$ cat config.mk
export PLATFORM = sky130hd
export DESIGN_NAME = trace_emitter
export DESIGN_NICKNAME = d
export VERILOG_FILES = /design/src/rtl/trace_emitter.sv
export SDC_FILE = /design/constraint.sdc
export NUM_CORES = 1
export LEC_CHECK = 0
export CORE_ASPECT_RATIO = 0.75
export CORE_MARGIN = 1.5
export CORE_UTILIZATION = 55
export DETAILED_ROUTE_END_ITERATION = 16
export PLACE_DENSITY = 0.74
export SETUP_SLACK_MARGIN = 0.1
export SLEW_MARGIN = 20
export SYNTH_ARGS = -nofsm -noshare
export SYNTH_HDL_FRONTEND = slang
export SYNTH_SLANG_ARGS = --single-unit
$ cat constraint.sdc
create_clock -name clk -period 3.24 [get_ports clk]
set_input_delay 0.648 -clock clk [delete_from_list [all_inputs] [get_ports clk]]
set_output_delay 0.648 -clock clk [all_outputs]
set_load 0.02 [all_outputs]
$ cat src/rtl/trace_emitter.sv
// trace_emitter: captures architecturally visible GRF writes from the
// writeback commit bundle, buffers them in a small FIFO and serializes each
// one as a 10-byte framed record on a byte-wide valid/ready stream:
//    SYNC, PC[31:24..7:0], {3'b000,A3}, WD[31:24..7:0]
module trace_emitter #(
   parameter int          DEPTH = 4,
   parameter logic [7:0]  SYNC  = 8'hA5
) (
   input  logic                     clk,
   input  logic                     reset,
   input  logic                     commit_valid,
   input  logic                     commit_we,
   input  logic [31:0]              commit_pc,
   input  logic [4:0]               commit_a3,
   input  logic [31:0]              commit_wd,
   output logic [7:0]               tx_data,
   output logic                     tx_valid,
   input  logic                     tx_ready,
   output logic [$clog2(DEPTH):0]   fifo_level,
   output logic [7:0]               drop_cnt,
   output logic                     busy
);

   localparam int AW = $clog2(DEPTH);
   localparam int LW = AW + 1;
   localparam int RW = 69;                    // {pc[31:0], a3[4:0], wd[31:0]}
   localparam logic [LW-1:0] DEPTH_L = LW'(DEPTH);
   localparam logic [3:0]    LAST_IDX = 4'd9;

   typedef enum logic [0:0] {
      ST_IDLE = 1'b0,
      ST_SEND = 1'b1
   } state_t;

   // FIFO storage and bookkeeping
   logic [RW-1:0]  mem_q [DEPTH];
   logic [AW-1:0]  wr_ptr_q, wr_ptr_d;
   logic [AW-1:0]  rd_ptr_q, rd_ptr_d;
   logic [LW-1:0]  level_q,  level_d;
   logic [7:0]     drop_q,   drop_d;

   // serializer state
   state_t         state_q;
   logic [3:0]     idx_q;
   logic [RW-1:0]  rec_q;
   logic [7:0]     tx_data_q;
   logic           tx_valid_q;

   logic           qualify_s;
   logic           full_s;
   logic           push_s;
   logic           pop_s;
   logic [RW-1:0]  head_s;
   logic [RW-1:0]  new_rec_s;

   // Select one byte of a framed record by its position in the frame.
   function automatic logic [7:0] rec_byte(input logic [RW-1:0] rec,
                                           input logic [3:0]    idx);
      logic [7:0] b;
      case (idx)
         4'd0:    b = SYNC;
         4'd1:    b = rec[68:61];
         4'd2:    b = rec[60:53];
         4'd3:    b = rec[52:45];
         4'd4:    b = rec[44:37];
         4'd5:    b = {3'b000, rec[36:32]};
         4'd6:    b = rec[31:24];
         4'd7:    b = rec[23:16];
         4'd8:    b = rec[15:8];
         4'd9:    b = rec[7:0];
         default: b = 8'h00;
      endcase
      return b;
   endfunction

   // Commit qualification, push/pop/drop decisions and FIFO next-state.
   always_comb begin
      qualify_s = commit_valid && commit_we && (commit_a3 != 5'd0);
      // A pop in the same cycle never frees a slot for the push.
      full_s    = (level_q == DEPTH_L);
      push_s    = qualify_s && !full_s;
      pop_s     = (state_q == ST_IDLE) && (level_q != '0);
      head_s    = mem_q[rd_ptr_q];
      new_rec_s = {commit_pc, commit_a3, commit_wd};

      if (push_s) begin
         wr_ptr_d = wr_ptr_q + AW'(1);
      end else begin
         wr_ptr_d = wr_ptr_q;
      end

      if (pop_s) begin
         rd_ptr_d = rd_ptr_q + AW'(1);
      end else begin
         rd_ptr_d = rd_ptr_q;
      end

      case ({push_s, pop_s})
         2'b10:   level_d = level_q + LW'(1);
         2'b01:   level_d = level_q - LW'(1);
         default: level_d = level_q;
      endcase

      if (qualify_s && full_s && (drop_q != 8'hFF)) begin
         drop_d = drop_q + 8'd1;
      end else begin
         drop_d = drop_q;
      end
   end

   // FIFO pointers, occupancy and saturating drop counter.
   always_ff @(posedge clk or negedge reset) begin
      if (!reset) begin
         wr_ptr_q <= '0;
         rd_ptr_q <= '0;
         level_q  <= '0;
         drop_q   <= 8'h00;
      end else begin
         wr_ptr_q <= wr_ptr_d;
         rd_ptr_q <= rd_ptr_d;
         level_q  <= level_d;
         drop_q   <= drop_d;
      end
   end

   // FIFO storage array; written at the tail on every accepted push.
   always_ff @(posedge clk or negedge reset) begin
      if (!reset) begin
         for (int i = 0; i < DEPTH; i++) begin
            mem_q[i] <= '0;
         end
      end else if (push_s) begin
         mem_q[wr_ptr_q] <= new_rec_s;
      end
   end

   // Serializer FSM: latch the head record, then walk its 10 bytes with
   // registered tx_valid/tx_data that only advance on an accepted byte.
   always_ff @(posedge clk or negedge reset) begin
      if (!reset) begin
         state_q    <= ST_IDLE;
         idx_q      <= 4'd0;
         rec_q      <= '0;
         tx_valid_q <= 1'b0;
         tx_data_q  <= 8'h00;
      end else begin
         case (state_q)
            ST_IDLE: begin
               if (pop_s) begin
                  rec_q      <= head_s;
                  idx_q      <= 4'd0;
                  tx_valid_q <= 1'b1;
                  tx_data_q  <= SYNC;
                  state_q    <= ST_SEND;
               end else begin
                  tx_valid_q <= 1'b0;
                  tx_data_q  <= 8'h00;
               end
            end
            ST_SEND: begin
               if (tx_ready) begin
                  if (idx_q == LAST_IDX) begin
                     // Last byte taken: spend at least one cycle in IDLE.
                     idx_q      <= 4'd0;
                     tx_valid_q <= 1'b0;
                     tx_data_q  <= 8'h00;
                     state_q    <= ST_IDLE;
                  end else begin
                     idx_q     <= idx_q + 4'd1;
                     tx_data_q <= rec_byte(rec_q, idx_q + 4'd1);
                  end
               end else begin
                  // Backpressure: hold the presented byte unchanged.
                  tx_valid_q <= 1'b1;
               end
            end
            default: begin
               idx_q      <= 4'd0;
               tx_valid_q <= 1'b0;
               tx_data_q  <= 8'h00;
               state_q    <= ST_IDLE;
            end
         endcase
      end
   end

   assign tx_data    = tx_data_q;
   assign tx_valid   = tx_valid_q;
   assign fifo_level = level_q;
   assign drop_cnt   = drop_q;
   assign busy       = (state_q != ST_IDLE) || (level_q != '0);

endmodule

==> run metrics <==
Crit Path Max Fanout 6; register bit total from synthesis about 370; antenna violations before repair 0; synth warn 0; RePlAce Congestion 0.925; Initial Utilization 0.559; CP endpoint kind output pin; Hold Fails Final Rpt 0; r2r endpoint tx_data[5]; Tmin final roughly 2.9 ns; DRC violations left 0; routed wire length ~36,000 microns; status finished, final reports clean; first-pass GRT wire length between 50,000 and 60,000 microns; setup TNS 0 ns; Netlist Area Pre-Place about 0.017 sq mm; area grow syn2layout 16.4%; WL/cell approximately 23 microns; clock root cell clkbuf_16; crit path DAT 2.29 ns; slowest CP cell clkdlybuf4s50_1; # diodes 0; GRT Residual Overflow 0; Hold/Removal Path Class in -> async; leak pwr 8.59 nW; Worst Tran Pin Value 0.691 ns; asr flop ratio synth 1.00; Max Cap Viol 0; Mapped Nets ~1,100; Synth Flop Type dfrtp_1; Die ar. roughly 0.032 sq mm; Placement Rows 55; final setup fails 0; CTS buffer count 38; Avg Cell Area, Syn around 16 sq um; Critical R2R Launch idx_q[1]; Clock transition at path regs approximately 0.06 ns; Finished Cell Area around 0.02 sq mm; Post-synth EDFFs 0; Final ANT Viol Nets 0; RSZ-0062 raised after global routing false; PortBufs 94; Synth Instances ~1,100; critical path's largest stage delay between 0.6 and 0.7 ns; Setup Skew about 0.017 ns; pin count of the biggest net entering global routing 78; CTS tree yes; Clock Latency Late Sink between 0.5 and 0.6 ns; Post-layout nets 1,250; Power Dens Cells approximately 970 mW/mm^2; io pins between 90 and 100; r2r worst-path depth 8; VDD IR max between 0.5 and 0.6 mV; First DRT Iteration DRCs roughly 640; max frequency about 340 MHz; CP Class reg -> out; Seq/Total Area, Yosys 0.557; maximum clock path buffer count 3; layout cells sized above 1 0.438; Clock Sinks ~370; Worst R2R Setup Slack between 0.5 and 0.6 ns; number of global-route vias before repair roughly 10,000; CP required roughly 2.6 ns; die height 154 microns; Pins Over Slew Limit 0; Cell variety after synth between 40 and 50; Total GRT Usage 0.238; hpwl dp 23,400 microns; Max-slew headroom 0.539; startpoint types flip-flop; post_cts resized 0; placed cell areas between 0.015 and 0.02 sq mm; Final period util 0.907; post-CTS setup buffers 0; cells along the critical path nor4_1 -> inv_1 -> clkdlybuf4s50_1; Core ar. roughly 0.030 sq mm; H-tree Lvls 2; via/cell ratio 6.00; CTS Hold Bufs 0; Vias roughly 9,600; Die X 205 microns; Pre-antenna DRT Iters 5
[synth_stat cells, types with 3 or more instances]
library cell | count | area (sq um)
dfrtp_1 | 374 | 9360
mux2_2 | 308 | 3470
mux4_2 | 69 | 1550
mux2_4 | 40 | 601
nand2_1 | 30 | 113
clkbuf_1 | 24 | 90.1
buf_4 | 20 | 150
nor2_1 | 14 | 52.6
o21ai_0 | 14 | 70.1
inv_1 | 13 | 48.8
ha_1 | 12 | 150
a22oi_1 | 11 | 82.6
a21oi_1 | 10 | 50.1
xnor2_1 | 10 | 87.6
a31oi_1 | 9 | 56.3
buf_2 | 9 | 45.0
a22o_1 | 8 | 70.1
nand3_1 | 8 | 40.0
a32oi_1 | 7 | 61.3
xor2_1 | 7 | 61.3
and3_1 | 6 | 37.5
a221oi_1 | 5 | 43.8
buf_12 | 4 | 80.1
buf_8 | 4 | 60.1
nand2_4 | 4 | 45.0
nand4_1 | 4 | 25.0
a222oi_1 | 3 | 30.0
a32o_1 | 3 | 30.0
nor3_1 | 3 | 15.0
[registers in the layout (all words and copies together), names as in the netlist]
signal,count
tx_valid,1
state_q,1
rec_q,69
wr_ptr_q,2
fifo_level,3
rd_ptr_q,2
mem_q,276
drop_cnt,8
tx_data,8
idx_q,4
[stage by stage]
stage / hold WS [ns] / utilization / std cells / total power, W / setup WS [ns]
final: 0.125 / 0.650 / 1591 / 0.0189 / 0.302
after CTS: 0.132 / 0.650 / 1591 / 0.0190 / 0.300
after global placement: 0.481 / 0.608 / 1522 / 0.0142 / 0.160
after global routing: 0.155 / 0.650 / 1591 / 0.0199 / 0.172
after floorplan: 0.352 / - / 1059 / 0.0125 / 0.593
after detailed placement: 0.487 / 0.608 / 1522 / 0.0145 / 0.108
[area by class of cell]
class                           instances  area (sq um)
Clock inverter                          7          60.1
Fill cell                            2179         10500
Inverter                               13          48.8
Sequential cell                       374          9360
Clock buffer                           62          1220
Multi-Input combinational cell        609          6970
Timing Repair Buffer                  127          1390
Tap cell                              399           499
[where the power goes]
group	switching [W]	total, W	internal, W
registers	0.00133	0.00811	0.00678
logic	0.00254	0.00635	0.00381
clock network	0.00178	0.00444	0.00266
total	0.00565	0.0189	0.0133
[critical path, delay by kind of cell, from the launching register on]
family	cells	cell delay (ns)
AND/OR/NAND/NOR	1	0.46
flip-flops	1	0.51
buffers and inverters	2	0.79
[placed cells by master (no fill, tap or decap), types with 14 or more instances in the layout]
master	Yosys	routed
mux2_4	40	40
o21ai_0	14	14
clkbuf_16	0	41
mux4_2	69	69
buf_4	20	17
nand2_1	30	30
mux2_2	308	308
buf_12	4	16
clkdlybuf4s50_1	0	93
dfrtp_1	374	372
[kinds of logic after synthesis]
logic type                 Yosys count  share of synthesized area
muxes                              418                      0.335
and+or+nand+nor                     81                     0.0247
adders and majority gates           13                     0.0101
AOI/OAI and AO/OA                   80                     0.0352
buffers and inverters               76                     0.0287
DFF                                374                      0.557
xor gates and xnor gates            17                    0.00886
[worst max path at each step]
stage | depth (start not counted) | slack, ns | from | end
5_1_grt | 3 | 0.17 | fifo_level[2] | busy
6_report | 3 | 0.30 | fifo_level[2] | busy
2_1_floorplan | 10 | 0.59 | commit_a3[2] | fifo_level[2]
4_1_cts | 3 | 0.30 | fifo_level[2] | busy
3_5_place_dp | 11 | 0.11 | commit_a3[2] | fifo_level[2]
3_3_place_gp | 11 | 0.16 | commit_a3[2] | fifo_level[2]
[routing by layer]
metal	track usage	vias to the layer above	wire [microns]
li1	-	4175	-
met2	0.379	217	17100
met1	0.344	5105	16500
met5	0	-	0
met4	0.0557	0	546
met3	0.0407	53	1730
Note: power is estimated with default switching activity, not from simulation.
